$ cat src/rtl/rca_tester_pkg.sv
`default_nettype none
// ============================================================================
// Module      : rca_tester_pkg
// Description : Shared types, widths and the vector-index split helper for
//               the ripple-carry-adder fault tester.
// Revision    : 1.0 - initial release
// ============================================================================
package rca_tester_pkg;

    typedef enum logic [2:0] {
        IDLE  = 3'd0,
        APPLY = 3'd1,
        WAIT  = 3'd2,
        CHECK = 3'd3,
        DONE  = 3'd4
    } tester_state_t;

    // Widths at the default operand width; modules derive their own from WIDTH
    localparam int WIDTH_DEF = 4;
    localparam int VEC_W     = 2*WIDTH_DEF + 1;
    localparam int RES_W     = WIDTH_DEF + 1;
    localparam int CNT_W     = 2*WIDTH_DEF + 2;

    typedef struct packed {
        logic [31:0] a;
        logic [31:0] b;
        logic        cin;
    } vec_fields_t;

    // idx layout is {a, b, cin} with cin in bit 0
    function automatic vec_fields_t split_idx(input logic [31:0] idx, input int width);
        vec_fields_t f;
        logic [31:0] mask;
        mask  = (32'd1 << width) - 32'd1;
        f.cin = idx[0];
        f.b   = (idx >> 1) & mask;
        f.a   = (idx >> (width + 1)) & mask;
        return f;
    endfunction

endpackage
`default_nettype wire

$ cat src/rtl/rca_fault_tester_if.sv
`default_nettype none
// ============================================================================
// Module      : rca_fault_tester_if
// Description : Control, adder stimulus/response and result signals of the
//               fault tester. master = tester, slave = board / bench side.
// Revision    : 1.0 - initial release
// ============================================================================
interface rca_fault_tester_if #(
    parameter int WIDTH = 4
);
    import rca_tester_pkg::*;

    logic                 start;
    logic [WIDTH-1:0]     dut_a;
    logic [WIDTH-1:0]     dut_b;
    logic                 dut_cin;
    logic                 dut_cout;
    logic [WIDTH-1:0]     dut_sum;
    logic                 busy;
    logic                 done;
    logic                 pass;
    logic [2*WIDTH+1:0]   err_count;
    logic [2*WIDTH:0]     fail_vec;
    logic [WIDTH:0]       fail_exp;
    logic [WIDTH:0]       fail_got;

    modport master (
        input  start, dut_cout, dut_sum,
        output dut_a, dut_b, dut_cin, busy, done, pass,
               err_count, fail_vec, fail_exp, fail_got
    );

    modport slave (
        output start, dut_cout, dut_sum,
        input  dut_a, dut_b, dut_cin, busy, done, pass,
               err_count, fail_vec, fail_exp, fail_got
    );

endinterface
`default_nettype wire

$ cat src/rtl/rca_golden.sv
`default_nettype none
// ============================================================================
// Module      : rca_golden
// Description : Behavioural reference a+b+cin at full WIDTH+1 precision.
//               Kept apart so the checker never reuses the adder under test.
// Revision    : 1.0 - initial release
// ============================================================================
module rca_golden
    import rca_tester_pkg::*;
#(
    parameter int WIDTH = 4
) (
    input  wire logic [WIDTH-1:0] i_a,
    input  wire logic [WIDTH-1:0] i_b,
    input  wire logic             i_cin,
    output logic      [WIDTH:0]   o_result
);

    // Zero-extend every operand so the carry-out lands in the top bit
    always_comb begin
        o_result = {1'b0, i_a} + {1'b0, i_b} + {{WIDTH{1'b0}}, i_cin};
    end

endmodule
`default_nettype wire

$ cat src/rtl/rca_fault_tester.sv
`default_nettype none
// ============================================================================
// Module      : rca_fault_tester
// Description : Exhaustive {a,b,cin} sweep of an external ripple-carry adder,
//               comparing {cout,sum} against a behavioural golden model and
//               recording error count and the first failing vector.
//               Optional macro RCA_TESTER_STOP_ON_FAIL_EN ends the sweep at
//               the first mismatch.
// Revision    : 1.0 - initial release
// ============================================================================
module rca_fault_tester
    import rca_tester_pkg::*;
#(
    parameter int WIDTH  = 4,
    parameter int SETTLE = 1
) (
    input wire logic clk,
    input wire logic rst_n,
    rca_fault_tester_if.master bus
);

    localparam int          c_vec_w       = 2*WIDTH + 1;
    localparam int          c_res_w       = WIDTH + 1;
    localparam int          c_cnt_w       = 2*WIDTH + 2;
    localparam logic [3:0]  c_settle_last = 4'(SETTLE - 1);

    tester_state_t          r_state;
    logic [c_vec_w-1:0]     r_idx;
    logic [3:0]             r_settle;
    logic [WIDTH-1:0]       r_dut_a;
    logic [WIDTH-1:0]       r_dut_b;
    logic                   r_dut_cin;
    logic                   r_busy;
    logic                   r_done;
    logic                   r_pass;
    logic [c_cnt_w-1:0]     r_err_count;
    logic [c_vec_w-1:0]     r_fail_vec;
    logic [c_res_w-1:0]     r_fail_exp;
    logic [c_res_w-1:0]     r_fail_got;

    vec_fields_t            w_fields;
    logic [c_res_w-1:0]     w_expected;
    logic [c_res_w-1:0]     w_observed;
    logic                   w_mismatch;
    logic                   w_last;
    logic [c_cnt_w-1:0]     w_err_inc;

    // Golden model looks at the registered stimulus, exactly what the adder sees
    rca_golden #(.WIDTH(WIDTH)) u_golden (
        .i_a      (r_dut_a),
        .i_b      (r_dut_b),
        .i_cin    (r_dut_cin),
        .o_result (w_expected)
    );

    // Decode the index, compare the response and prepare the saturating count
    always_comb begin
        w_fields   = split_idx(32'(r_idx), WIDTH);
        w_observed = {bus.dut_cout, bus.dut_sum};
        w_mismatch = (w_observed != w_expected);
        w_last     = (r_idx == {c_vec_w{1'b1}});
        w_err_inc  = (r_err_count == {c_cnt_w{1'b1}}) ? r_err_count
                                                      : r_err_count + c_cnt_w'(1);
    end

    // Split fields never carry bits above WIDTH
    always_comb begin
        assert (((w_fields.a >> WIDTH) == 32'd0) && ((w_fields.b >> WIDTH) == 32'd0));
    end

    // Sweep sequencer: APPLY -> [WAIT x SETTLE] -> CHECK per vector
    always_ff @(posedge clk) begin
        if (!rst_n) begin
            r_state     <= IDLE;
            r_idx       <= '0;
            r_settle    <= '0;
            r_dut_a     <= '0;
            r_dut_b     <= '0;
            r_dut_cin   <= 1'b0;
            r_busy      <= 1'b0;
            r_done      <= 1'b0;
            r_pass      <= 1'b0;
            r_err_count <= '0;
            r_fail_vec  <= '0;
            r_fail_exp  <= '0;
            r_fail_got  <= '0;
        end else begin
            case (r_state)
                IDLE, DONE: begin
                    if (bus.start) begin
                        r_state     <= APPLY;
                        r_idx       <= '0;
                        r_err_count <= '0;
                        r_fail_vec  <= '0;
                        r_fail_exp  <= '0;
                        r_fail_got  <= '0;
                        r_busy      <= 1'b1;
                        r_done      <= 1'b0;
                        r_pass      <= 1'b0;
                    end
                end
                APPLY: begin
                    r_dut_a   <= w_fields.a[WIDTH-1:0];
                    r_dut_b   <= w_fields.b[WIDTH-1:0];
                    r_dut_cin <= w_fields.cin;
                    r_settle  <= '0;
                    if (SETTLE > 0) r_state <= WAIT;
                    else            r_state <= CHECK;
                end
                WAIT: begin
                    if (r_settle == c_settle_last) r_state  <= CHECK;
                    else                           r_settle <= r_settle + 4'd1;
                end
                CHECK: begin
                    if (w_mismatch) begin
                        r_err_count <= w_err_inc;
                        // Only the very first mismatch is recorded
                        if (r_err_count == '0) begin
                            r_fail_vec <= r_idx;
                            r_fail_exp <= w_expected;
                            r_fail_got <= w_observed;
                        end
                    end
`ifdef RCA_TESTER_STOP_ON_FAIL_EN
                    if (w_mismatch || w_last) begin
`else
                    if (w_last) begin
`endif
                        r_state <= DONE;
                        r_busy  <= 1'b0;
                        r_done  <= 1'b1;
                        r_pass  <= ~w_mismatch & (r_err_count == '0);
                    end else begin
                        r_idx   <= r_idx + c_vec_w'(1);
                        r_state <= APPLY;
                    end
                end
                default: r_state <= IDLE;
            endcase
        end
    end

    assign bus.dut_a     = r_dut_a;
    assign bus.dut_b     = r_dut_b;
    assign bus.dut_cin   = r_dut_cin;
    assign bus.busy      = r_busy;
    assign bus.done      = r_done;
    assign bus.pass      = r_pass;
    assign bus.err_count = r_err_count;
    assign bus.fail_vec  = r_fail_vec;
    assign bus.fail_exp  = r_fail_exp;
    assign bus.fail_got  = r_fail_got;

endmodule
`default_nettype wire

$ cat src/flat_wrapper.sv
// flat-port wrapper written by rule: the top's interface ports become plain ports
module rca_fault_tester_flat import rca_tester_pkg::*;
#(
    parameter int WIDTH  = 4,
    parameter int SETTLE = 1
)
  (clk, rst_n, bus_start, bus_dut_cout, bus_dut_sum, bus_dut_a, bus_dut_b, bus_dut_cin, bus_busy, bus_done, bus_pass, bus_err_count, bus_fail_vec, bus_fail_exp, bus_fail_got);
  rca_fault_tester_if #(.WIDTH(WIDTH)) bus_i ();
  input wire logic clk;
  input wire logic rst_n;
  input wire logic [$bits(bus_i.start)-1:0] bus_start;
  input wire logic [$bits(bus_i.dut_cout)-1:0] bus_dut_cout;
  input wire logic [$bits(bus_i.dut_sum)-1:0] bus_dut_sum;
  output wire logic [$bits(bus_i.dut_a)-1:0] bus_dut_a;
  output wire logic [$bits(bus_i.dut_b)-1:0] bus_dut_b;
  output wire logic [$bits(bus_i.dut_cin)-1:0] bus_dut_cin;
  output wire logic [$bits(bus_i.busy)-1:0] bus_busy;
  output wire logic [$bits(bus_i.done)-1:0] bus_done;
  output wire logic [$bits(bus_i.pass)-1:0] bus_pass;
  output wire logic [$bits(bus_i.err_count)-1:0] bus_err_count;
  output wire logic [$bits(bus_i.fail_vec)-1:0] bus_fail_vec;
  output wire logic [$bits(bus_i.fail_exp)-1:0] bus_fail_exp;
  output wire logic [$bits(bus_i.fail_got)-1:0] bus_fail_got;
  assign bus_i.start = bus_start;
  assign bus_i.dut_cout = bus_dut_cout;
  assign bus_i.dut_sum = bus_dut_sum;
  assign bus_dut_a = bus_i.dut_a;
  assign bus_dut_b = bus_i.dut_b;
  assign bus_dut_cin = bus_i.dut_cin;
  assign bus_busy = bus_i.busy;
  assign bus_done = bus_i.done;
  assign bus_pass = bus_i.pass;
  assign bus_err_count = bus_i.err_count;
  assign bus_fail_vec = bus_i.fail_vec;
  assign bus_fail_exp = bus_i.fail_exp;
  assign bus_fail_got = bus_i.fail_got;
  rca_fault_tester #(.WIDTH(WIDTH), .SETTLE(SETTLE)) u_core (.clk(clk), .rst_n(rst_n), .bus(bus_i));
endmodule
$ cat config.mk
export PLATFORM = sky130hd
export DESIGN_NAME = rca_fault_tester_flat
export DESIGN_NICKNAME = d
export VERILOG_FILES = /design/src/rtl/rca_tester_pkg.sv /design/src/rtl/rca_fault_tester_if.sv /design/src/rtl/rca_golden.sv /design/src/rtl/rca_fault_tester.sv /design/src/flat_wrapper.sv
export SDC_FILE = /design/constraint.sdc
export NUM_CORES = 1
export LEC_CHECK = 0
export BUFFER_PORTS_ARGS = -buffer_cell sky130_fd_sc_hd__buf_2
export CAP_MARGIN = 0
export CORE_MARGIN = 5
export CORE_UTILIZATION = 45
export CTS_BUF_LIST = sky130_fd_sc_hd__clkbuf_8 sky130_fd_sc_hd__clkbuf_16
export CTS_CLUSTER_DIAMETER = 60
export CTS_CLUSTER_SIZE = 25
export DETAILED_ROUTE_END_ITERATION = 10
export PLACE_DENSITY = 0.67
export SLEW_MARGIN = 10
export SYNTH_ARGS = -nofsm -noshare
export SYNTH_HDL_FRONTEND = slang
export SYNTH_HIERARCHICAL = 1
export SYNTH_SLANG_ARGS = --single-unit
$ cat constraint.sdc
create_clock -name clk -period 6.8 [get_ports clk]
set_input_delay 2.04 -clock clk [delete_from_list [all_inputs] [get_ports clk]]
set_output_delay 2.04 -clock clk [all_outputs]
set_load 0.01 [all_outputs]
---- Word level (Yosys, flattened, before mapping) ----
Cells that the tools add are included.
storage, ports and cells
  register bits after elaboration ......... 57
  input bits .............................. 8
  output and inout bits ................... 41
  logic and storage cells ................. 78
operators by class
  $add $sub $neg .......................... 5
  eq/ne operators ......................... 15
  mux-type cells .......................... 31
  bitwise operators ....................... 2
  reduce and logical (&&, ||, !) cells .... 12
operators by type and width
  operator                                                         count
  9-bit two-way mux                                                4
  9-bit case mux with 2 select lines                               2
  10-bit two-way mux                                               3
  5-bit two-way mux                                                5
  10-bit case mux with 2 select lines                              1
  5-bit case mux with 2 select lines                               2
  3-bit case mux with 4 select lines                               1
  10-bit by 1-bit adder with 10-bit output, second input constant  1
  10-bit == test, second input constant                            1
  10-bit logical NOT                                               1
  9-bit by 1-bit adder with 9-bit output, second input constant    1
  9-bit == test, second input constant                             1
  3-bit two-way mux                                                3
  2-bit by 1-bit != test with 1-bit output, second input constant  4
  2-bit != test, second input constant                             4
  4-bit case mux with 2 select lines                               1
  4-bit AND reduction                                              2
  3-bit by 2-bit == test with 1-bit output, second input constant  2
  1-bit case mux with 2 select lines                               3
  3-bit AND reduction                                              2
  4-bit by 4-bit adder with 5-bit output                           1
  5-bit by 1-bit adder with 5-bit output                           1
  1-bit two-way mux                                                5
  5-bit != test                                                    1
  11 further kinds                                                 13

---- Depth between registers and ports, before layout ----
Gate-level depths: netlist of the first run.
  depth in word-level cells ............... 7
  depth in mapped cells ................... 13
  depth with buffers taken out ............ 11

---- Cells and area by module ----
The synthesis of the first run kept the hierarchy.
modules (own cells, without submodules)
  module            instances  cells each  area an instance (um^2)  seq. area each (um^2)
  rca_fault_tester  1          290         2590.0                   1141.1
  rca_golden        1          16          143.9                    0.0

---- Least setup slack after synthesis of the first run ----
Ideal clock, no wire load.
  path type ............................... input to register
  start ................................... input port bus_dut_sum[0]
  end ..................................... register u_core.r_fail_exp[4] (netlist: u_core/bus.fail_exp[4])
  arrival ................................. 3218 ps
  data required time ...................... 6683 ps
  path slack .............................. 3465 ps
  stages .................................. 7
  path buffers ............................ 2
  cells stage by stage .................... xnor2_1 nand3_1 o311ai_1 buf_6 buf_6 mux2i_1 nor2_1
on the way
  longest elaborated chain between the ends .. 3
RTL lines
  element                                             RTL line                 text
  start: declaration                                  flat_wrapper.sv:13       input wire logic [$bits(bus_i.dut_sum)-1:0] bus_dut_sum;
  5-bit != test                                       rca_fault_tester.sv:60   w_mismatch = (w_observed != w_expected);
  2-bit by 1-bit != test with 1-bit output (no line)  -
  4-bit AND reduction (no line)                       -
  end signal: assignment                              rca_fault_tester.sv:120  r_fail_exp <= w_expected;
  end: declaration                                    rca_fault_tester.sv:38   logic [c_res_w-1:0] r_fail_exp;
Every way passes these cells.
A chain may end at the register's enable or synchronous reset.

---- Final worst setup path of the first run ----
  start ................................... input port bus_dut_cout
  end ..................................... register u_core.r_fail_got[3] (netlist: u_core/bus.fail_got[3])
on the way
  longest elaborated chain between the ends .. 3
RTL lines
  element                                             RTL line                 text
  start: declaration                                  flat_wrapper.sv:12       input wire logic [$bits(bus_i.dut_cout)-1:0] bus_dut_cout;
  5-bit != test                                       rca_fault_tester.sv:60
  2-bit by 1-bit != test with 1-bit output (no line)  -
  4-bit AND reduction (no line)                       -
  end signal: assignment                              rca_fault_tester.sv:121  r_fail_got <= w_observed;
  end: declaration                                    rca_fault_tester.sv:39   logic [c_res_w-1:0] r_fail_got;
Every way passes these cells.

==> results of run 1 <==
[critical path, stage by stage]
cell,delay [ns]
buf_2,0.11
xnor2_1,0.16
nand3_1,0.25
o311ai_4,0.31
buf_4,0.35
mux2i_1,0.24
nor2_1,0.06
[worst min path at each step]
| stage | startpoint | to | cells after the start |
|---|---|---|---|
| after CTS | u_core/bus.done$_SDFFE_PN0P_ | u_core/bus.done$_SDFFE_PN0P_ | 2 |
| after global routing | u_core/bus.pass$_SDFFE_PN0P_ | u_core/bus.pass$_SDFFE_PN0P_ | 2 |
| final | u_core/bus.done$_SDFFE_PN0P_ | u_core/bus.done$_SDFFE_PN0P_ | 2 |
| after floorplan | u_core/r_idx[5]$_SDFFE_PN0P_ | u_core/bus.dut_a[0]$_SDFFE_PN0P_ | 2 |
| after global placement | u_core/bus.done$_SDFFE_PN0P_ | u_core/bus.done$_SDFFE_PN0P_ | 2 |
| after detailed placement | u_core/bus.done$_SDFFE_PN0P_ | u_core/bus.done$_SDFFE_PN0P_ | 2 |
[state kept, by name, indices dropped and copies added, names as in the netlist]
signal,cells
u_core/bus.pass,1
u_core/bus.dut_a,4
u_core/bus.err_count,10
u_core/bus.fail_got,5
u_core/bus.dut_cin,1
u_core/r_settle,4
u_core/bus.dut_b,4
u_core/bus.busy,1
u_core/bus.fail_vec,9
u_core/r_idx,9
u_core/bus.done,1
u_core/r_state,3
u_core/bus.fail_exp,5
[per-stage QoR]
step           setup slack [ns]  total power, mW  instances  hold WS (ns)  utilization [%]
3_3_place_gp               3.09            0.442        414         0.450             50.6
4_1_cts                    3.41            0.788        430         0.469             54.3
3_5_place_dp               3.05            0.444        414         0.459             50.6
2_1_floorplan              3.47            0.427        306         0.458                -
6_report                   3.44            0.777        430         0.459             54.3
5_1_grt                    3.32            0.814        430         0.497             54.3
[logic make-up after synthesis]
| family | Yosys count |
|---|---|
| compound gates | 50 |
| xor+xnor | 14 |
| fa+ha+maj | 11 |
| buf+inv | 29 |
| flops | 57 |
| mux | 20 |
| simple gates | 125 |
[layer usage]
layer  global-route usage, %  wire length, µm  vias up  share of wire (%)
met4                    6.69               74        0                1.3
met3                    4.80              391        6                6.7
li1                        -                -     1163                  -
met2                    25.9             2680       65                 46
met1                    21.1             2680     1068                 46
met5                       0                0        -                  0
[layout make-up]
| class | count | area share [%] |
|---|---|---|
| multi-input combinational | 220 | 45.5 |
| sequential | 57 | 35.5 |
| timing repair buffer | 49 | 7.71 |
| clock buffer | 9 | 3.86 |
| clock inverter | 7 | 2.96 |
| tap | 75 | 2.92 |
| inverter | 13 | 1.52 |
[cells in the final DEF (no fill, tap or decap), types with 5 or more instances in the layout]
master and n:
mux2i_1 19, clkbuf_8 9, xor2_1 6, ha_1 9, xnor2_1 8, buf_2 48
nand4_1 7, inv_1 13, a21oi_1 22, nand2_1 32, nand3_1 13, dfxtp_1 57
nor2_1 36, o21ai_0 5
[power by group through the flow]
stage               logic, mW  clock network, mW  registers (mW)
floorplan              0.0739                  0           0.353
global placement       0.0854                  0           0.356
detailed placement     0.0869                  0           0.357
CTS                    0.0870              0.352           0.349
global route           0.0923              0.372           0.350
finish                 0.0849              0.344           0.349
==> results.toml, run 1 <==
[power_and_ir_drop]
switching_share_pct = 25.7
seq_power_share_pct = 44.9
clkPwrFrac_pct = 44.2
ir_drop_mv = 0.113
p_comb_share_pct = 10.9
p_per_area_mw_per_mm2 = 242
internal_power_mw = 0.578
p_leak_nw = 1.36
p_switching_mw = 0.200

[route]
firstDrtPassIters = 4
routed_wl_mm = 5.83
routedWlPerCell_um = 13.5
vias = 2302
initialDrtViolationCount = 141
drt_drc_violations_left = 0
antenna_left = 0
vias_per_cell = 5.35

[clock_tree]
clk_path_buf_depth = 2
ctsHtreeMaxLevel = 3
hold_buffers = 0
cts_resized = 0
cts_buffers = 9
post-cts-setup-buffer-count = 0
cts_root_buf = "clkbuf_8"
clock_latency_ns = 0.34
clk_pin_slew_ns = 0.07
clock-sinks = 57
cts_tree = "built"

[critical_path]
r2r-start = "u_core/bus.dut_a[0]$_SDFFE_PN0P_"
cp-start-kind = "input port"
cp-end-kind = "flip-flop"
crit_arrival_ns = 3.54
crit_start = "bus_dut_cout"
r2r_cells = 12
crit-reg2reg-capture = "u_core/bus.fail_got[3]$_SDFFE_PN0P_"
cp.required_ns = 6.98
critPathKind = "input port to flip-flop"
reg2reg_slack_ns = 3.86
worstPathMaxFanout = 19
crit_end = "u_core/bus.fail_got[3]$_SDFFE_PN0P_"

[global_route]
antenna_found_initial = 0
grt_pass1_wl_mm = 9.94
grt_max_degree = 30
overflow = 0
track_usage_pct = 16.4
grt_pass1_vias = 2156

[min_path]
worstHoldPathType = "flip-flop to flip-flop"

[yosys]
synthMuxAreaShare_pct = 7.37
synth_nets = 325
yosysMostFrequentCell = "dfxtp_1"
syn_inst = 306
synth_area_leaders = "dfxtp_1 42%, mux2i_1 7.0%, nor2_1 4.9%"
synth_top_family_by_area = "simple AND/OR/NAND/NOR gates"
synth_cell_type_count = 54
synthXorXnorAreaFrac_pct = 4.49
synth-seq-area-share_pct = 41.7
postSynthRegisterBits = 57
synth.avg_cell_area_um2 = 8.93
synth-async-reset-ratio_pct = 0
syn_area_mm2 = 0.00273
yosys_most_used_dff = "dfxtp_1"
yosysTopAreaCellShare_pct = 41.7
synth_fa_ha_area_share_pct = 5.58
synth_compound_area_share_pct = 11.9
synth_commonest_cells = "57 x dfxtp_1, 36 x nor2_1, 32 x nand2_1"
synth-edff-count = 0
synthSimpleGateAreaFrac_pct = 23.5
ys_warn_count = 6
yosysTopAreaCell = "dfxtp_1"

[sta]
relSlewSlack_pct = 35.4
tns_ns = 0
setup_viol = 0
fin_skew_ns = 0.00946
worst_pin_slew_ns = 0.967
max_freq_ghz = 0.298
finalWorstPathRequiredPeriod_ns = 3.36
maxSlewViolCount = 0
fin_crit_sh_pct = 49.4
hold_viol = 0
rsz0062_at_grt = "false"

[placed_design]
place_area_mm2 = 0.00299
routabilityCongestion = 0.807
io_buffer_count = 48
dpl.hpwl_mm = 4.23

[floorplanning]
ios = 49
core_mm2 = 0.00592
die_h_um = 87.9
die_w_um = 87.9
rows = 28
die_area_mm2 = 0.00773
initial_core_util_pct = 46.2

[final_layout]
layout-drive-gt1-share_pct = 22.5
stdcell_area_mm2 = 0.00321
antenna-diode-count = 0
multiInputGateArea_mm2 = 0.00146
final_nets = 369
fill_cells = 568
regArea_mm2 = 0.00114
syn2layout_area_growth_pct = 17.5

[run_status]
status = "completed"

[run]
drv_cap = 0
(Power assumes the default switching activity.)
==> inputs of run 2 (changes only) <==
==> constraint.sdc (replaced) <==
create_clock -name clk -period 3.1 [get_ports clk]
set_input_delay 0.93 -clock clk [delete_from_list [all_inputs] [get_ports clk]]
set_output_delay 0.93 -clock clk [all_outputs]
set_load 0.01 [all_outputs]
==> results.toml, run 2 (synthesized netlist as in run 1, its figures left out) <==
[final_layout]
fill_cells = 570
largest_reg_flops = 10
final_cell_mix = "57 x dfxtp_1, 48 x buf_2, 36 x nor2_1"
stdcell_area_mm2 = 0.00325
final_nets = 370
syn2layout_area_growth_pct = 19.0
antenna-diode-count = 0
utilization_pct = 55.0
layout-drive-gt1-share_pct = 23.0
regArea_mm2 = 0.00114
multiInputGateArea_mm2 = 0.00148
final_cells = 431
final_common_cell = "dfxtp_1"

[floorplanning]
ios = 49
die_area_mm2 = 0.00773
die_h_um = 87.9
core_mm2 = 0.00592
initial_core_util_pct = 46.2
rows = 28
die_w_um = 87.9

[power_and_ir_drop]
p_switching_mw = 0.448
clkPwrFrac_pct = 44.7
power_mw = 1.75
ir_drop_mv = 0.289
switching_share_pct = 25.6
p_leak_nw = 1.38
seq_power_share_pct = 43.7
p_comb_share_pct = 11.6
internal_power_mw = 1.30
p_per_area_mw_per_mm2 = 538

[sta]
whs_ns = 0.459
hold_viol = 0
max_freq_ghz = 0.362
maxSlewViolCount = 0
fin_skew_ns = 0.00487
setup_viol = 0
finalWorstPathRequiredPeriod_ns = 2.76
tns_ns = 0
rsz0062_at_grt = "false"
fin_crit_sh_pct = 89.1
worst_pin_slew_ns = 0.743
relSlewSlack_pct = 50.4
final.setup.worst_slack_ns = 0.336

[route]
routed_wl_mm = 6.08
vias = 2309
initialDrtViolationCount = 108
routedWlPerCell_um = 14.1
vias_per_cell = 5.36
firstDrtPassIters = 4
antenna_left = 0
drt_drc_violations_left = 0

[global_route]
grt_pass1_vias = 2085
antenna_found_initial = 0
track_usage_pct = 16.2
grt_max_degree = 30
grt_pass1_wl_mm = 9.87
overflow = 0

[clock_tree]
clk_pin_slew_ns = 0.07
cts_root_buf = "clkbuf_8"
ctsHtreeMaxLevel = 3
clock_latency_ns = 0.32
clk_path_buf_depth = 2
cts_buffers = 9
cts_tree = "built"
clock-sinks = 57

[critical_path]
worstPathMaxFanout = 19
cp.required_ns = 3.30
cp-end-kind = "flip-flop"
cp-start-kind = "flip-flop"
critPathKind = "flip-flop to flip-flop"
crit_arrival_ns = 2.96

[min_path]
worstHoldPathType = "flip-flop to flip-flop"

[placed_design]
routabilityCongestion = 0.797
io_buffer_count = 48
place_area_mm2 = 0.00301
dp_cells = 415
dpl.hpwl_mm = 4.24
pre_cts_ws_ns = 0.249

[run]
drv_cap = 0

[run_status]
status = "completed"
==> run 2: cell count changes in the layout (fill, tap and decap cells not counted), sizes merged <==
cell,previous run,this run
inv,13,14
buf,49,50
clkbuf,9,10
clkinv,4,2
==> run 2: final timing paths <==
path / start / to / slack, ns / depth (start not counted)
setup / recovery: u_core/bus.dut_a[0]$_SDFFE_PN0P_ / u_core/bus.fail_got[3]$_SDFFE_PN0P_ / 0.34 / 12
hold / removal: u_core/bus.done$_SDFFE_PN0P_ / u_core/bus.done$_SDFFE_PN0P_ / 0.46 / 2
setup reg to reg: u_core/bus.dut_a[0]$_SDFFE_PN0P_ / u_core/bus.fail_got[3]$_SDFFE_PN0P_ / 0.34 / 12
hold reg to reg: u_core/bus.done$_SDFFE_PN0P_ / u_core/bus.done$_SDFFE_PN0P_ / 0.46 / 2
==> run 2: worst max-delay path, cell delays in order (launching register included) <==
cell	delay, ns
dfxtp_1	0.34
fa_1	0.45
inv_1	0.08
fa_1	0.20
nor2b_1	0.05
o21ai_0	0.14
nand2b_1	0.10
xnor2_1	0.22
nand3_2	0.21
o311ai_4	0.34
buf_12	0.23
mux2i_1	0.22
nor2_1	0.06
==> run 2: per-layer routing <==
| layer | GRT usage [%] | share of wire, % |
|---|---|---|
| met1 | 22.4 | 47 |
| met2 | 24.5 | 46 |
| met3 | 3.39 | 5.8 |
| met4 | 6.83 | 1.1 |
| met5 | 0 | 0 |
==> run 2: repair_timing <==
item	4_1_cts	5_1_grt
hold buffers	0	0
setup endpoints to repair	0	18
setup buffers	0	0
gates resized for setup	0	2
==> run 2: layout make-up <==
cell class                      count  share of cell area [%]
Multi-Input combinational cell    220                    45.3
Sequential cell                    57                    35.1
Timing Repair Buffer               50                    8.23
Clock buffer                       10                    4.23
Tap cell                           75                    2.88
Clock inverter                      6                    2.77
Inverter                           13                    1.50
==> run 2: power by group through the flow <==
| stage | clock (mW) | sequential [mW] | combinational, mW |
|---|---|---|---|
| 2_1_floorplan | 0 | 0.774 | 0.162 |
| 3_3_place_gp | 0 | 0.781 | 0.200 |
| 3_5_place_dp | 0 | 0.782 | 0.201 |
| 4_1_cts | 0.800 | 0.765 | 0.202 |
| 5_1_grt | 0.833 | 0.767 | 0.219 |
| 6_report | 0.782 | 0.765 | 0.202 |
==> inputs of run 3 (changes only) <==
==> constraint.sdc (replaced) <==
create_clock -name clk -period 3.35 [get_ports clk]
set_input_delay 1.005 -clock clk [delete_from_list [all_inputs] [get_ports clk]]
set_output_delay 1.005 -clock clk [all_outputs]
set_load 0.01 [all_outputs]
==> results.toml, run 3 (synthesized netlist as in run 1, its figures left out) <==
[final_layout]
antenna-diode-count = 0
final_common_cell = "dfxtp_1"
largest_reg_flops = 10
regArea_mm2 = 0.00114
syn2layout_area_growth_pct = 17.2
final_cell_mix = "57 x dfxtp_1, 48 x buf_2, 36 x nor2_1"
layout-drive-gt1-share_pct = 23.0
fill_cells = 584
final_nets = 371
multiInputGateArea_mm2 = 0.00146

[floorplanning]
initial_core_util_pct = 46.2
ios = 49
die_area_mm2 = 0.00773
die_w_um = 87.9
rows = 28
die_h_um = 87.9
core_mm2 = 0.00592

[critical_path]
worstPathMaxFanout = 19
reg2reg_slack_ns = 0.37
critPathKind = "flip-flop to flip-flop"
crit_path_frequent_cell = "fa_1"
worstPathCellList = "fa_1 > inv_1 > fa_1 > nor2b_1 > o21ai_0 > nand2b_1 > xnor2_1 > nand3_1 > o311ai_4 > buf_4 > mux2i_1 > nor2_1"
cp-end-kind = "flip-flop"
cp.required_ns = 3.56
path_buf_inv = 2
cp-start-kind = "flip-flop"
crit-reg2reg-capture = "u_core/bus.fail_exp[1]$_SDFFE_PN0P_"
cp.depth = 12
crit_start = "u_core/bus.dut_a[0]$_SDFFE_PN0P_"
critical_path.max_stage_delay_ns = 0.44
r2r_cells = 12
crit_slowest_cell = "fa_1"
cp_top_family = "adder cells"
crit_end = "u_core/bus.fail_exp[1]$_SDFFE_PN0P_"
crit_arrival_ns = 3.19
r2r-start = "u_core/bus.dut_a[0]$_SDFFE_PN0P_"

[clock_tree]
cts_root_buf = "clkbuf_8"
clk_pin_slew_ns = 0.06
clk_path_buf_depth = 2
cts_buffers = 9
cts_tree = "built"
cts_resized = 0
clock_latency_ns = 0.33
hold_buffers = 0
ctsHtreeMaxLevel = 3
post-cts-setup-buffer-count = 0
clock-sinks = 57

[route]
routed_wl_mm = 5.98
vias = 2324
routedWlPerCell_um = 13.8
firstDrtPassIters = 4
vias_per_cell = 5.38
initialDrtViolationCount = 96
antenna_left = 0
drt_drc_violations_left = 0

[sta]
relSlewSlack_pct = 53.8
finalWorstPathRequiredPeriod_ns = 2.98
max_freq_ghz = 0.335
fin_crit_sh_pct = 89.0
worst_pin_slew_ns = 0.692
tns_ns = 0
hold_viol = 0
whs_ns = 0.467
maxSlewViolCount = 0
rsz0062_at_grt = "false"
fin_skew_ns = 0.00563
setup_viol = 0

[global_route]
grt_busiest_layer = "met2"
grt_pass1_wl_mm = 10.0
grt_util_met3_pct = 3.95
grt_max_degree = 30
antenna_found_initial = 0
gr-usage-met2_pct = 24.7
grt_pass1_vias = 2110
overflow = 0
track_usage_pct = 16.6
gr-usage-met1_pct = 22.7

[power_and_ir_drop]
ir_drop_mv = 0.215
p_per_area_mw_per_mm2 = 473
p_leak_nw = 1.36

[min_path]
worstHoldPathType = "flip-flop to flip-flop"

[placed_design]
dpl.hpwl_mm = 4.26
routabilityCongestion = 0.785
io_buffer_count = 48

[run_status]
status = "completed"

[run]
drv_cap = 0
run 3: cell count changes in the layout (fill, tap and decap cells not counted):
cell	previous run	this run
clkinv_2	1	4
clkinv_4	1	0
o21ai_4	1	0
o21ai_2	1	2
nand3_1	12	13
buf_12	1	0
nand3_2	1	0
buf_4	1	3
inv_6	1	0
bufinv_16	2	1
run 3: stage by stage:
stage          util [%]  cells  power [mW]  setup slack, ns  area (µm²)
3_5_place_dp       50.8    416       0.905            0.409        3010
4_1_cts            54.1    432        1.53            0.397        3200
6_report           54.1    432        1.51            0.368        3200
3_3_place_gp       50.8    416       0.903            0.447        3010
2_1_floorplan         -    306       0.867            0.718        2730
5_1_grt            54.1    432        1.59            0.181        3200
run 3: where the power goes:
| group | internal [mW] | total [mW] | switching, mW | leakage, nW |
|---|---|---|---|---|
| Combinational | 0.0686 | 0.181 | 0.112 | 0.800 |
| Sequential | 0.691 | 0.709 | 0.0183 | 0.460 |
| Clock | 0.358 | 0.624 | 0.266 | 0.102 |
run 3: layout make-up:
type	instances	area share [%]
Clock buffer	10	4.30
Clock inverter	6	1.80
Inverter	13	1.52
Multi-Input combinational cell	220	45.6
Sequential cell	57	35.6
Tap cell	75	2.93
Timing Repair Buffer	51	8.20
run 3: tightest hold or removal path, delay by kind of cell, from the launching register on:
family / cells / cell delay, ns
compound gates: 1 / 0.05
flops: 1 / 0.31
simple gates: 1 / 0.06
run 3: worst min-delay path by stage:
stage                                            start                               end  cells after the start
after floorplan           u_core/r_idx[5]$_SDFFE_PN0P_  u_core/bus.dut_a[0]$_SDFFE_PN0P_                      2
after global placement    u_core/bus.done$_SDFFE_PN0P_      u_core/bus.done$_SDFFE_PN0P_                      2
after detailed placement  u_core/bus.done$_SDFFE_PN0P_      u_core/bus.done$_SDFFE_PN0P_                      2
after CTS                 u_core/bus.done$_SDFFE_PN0P_      u_core/bus.done$_SDFFE_PN0P_                      2
after global routing      u_core/bus.pass$_SDFFE_PN0P_      u_core/bus.pass$_SDFFE_PN0P_                      2
final                     u_core/bus.done$_SDFFE_PN0P_      u_core/bus.done$_SDFFE_PN0P_                      2
run 3: layer usage:
layer | share of wire, % | vias to the layer above
met3 | 5.9 | 8
li1 | - | 1161
met4 | 1.5 | 0
met1 | 47 | 1100
met5 | 0 | -
met2 | 45 | 55
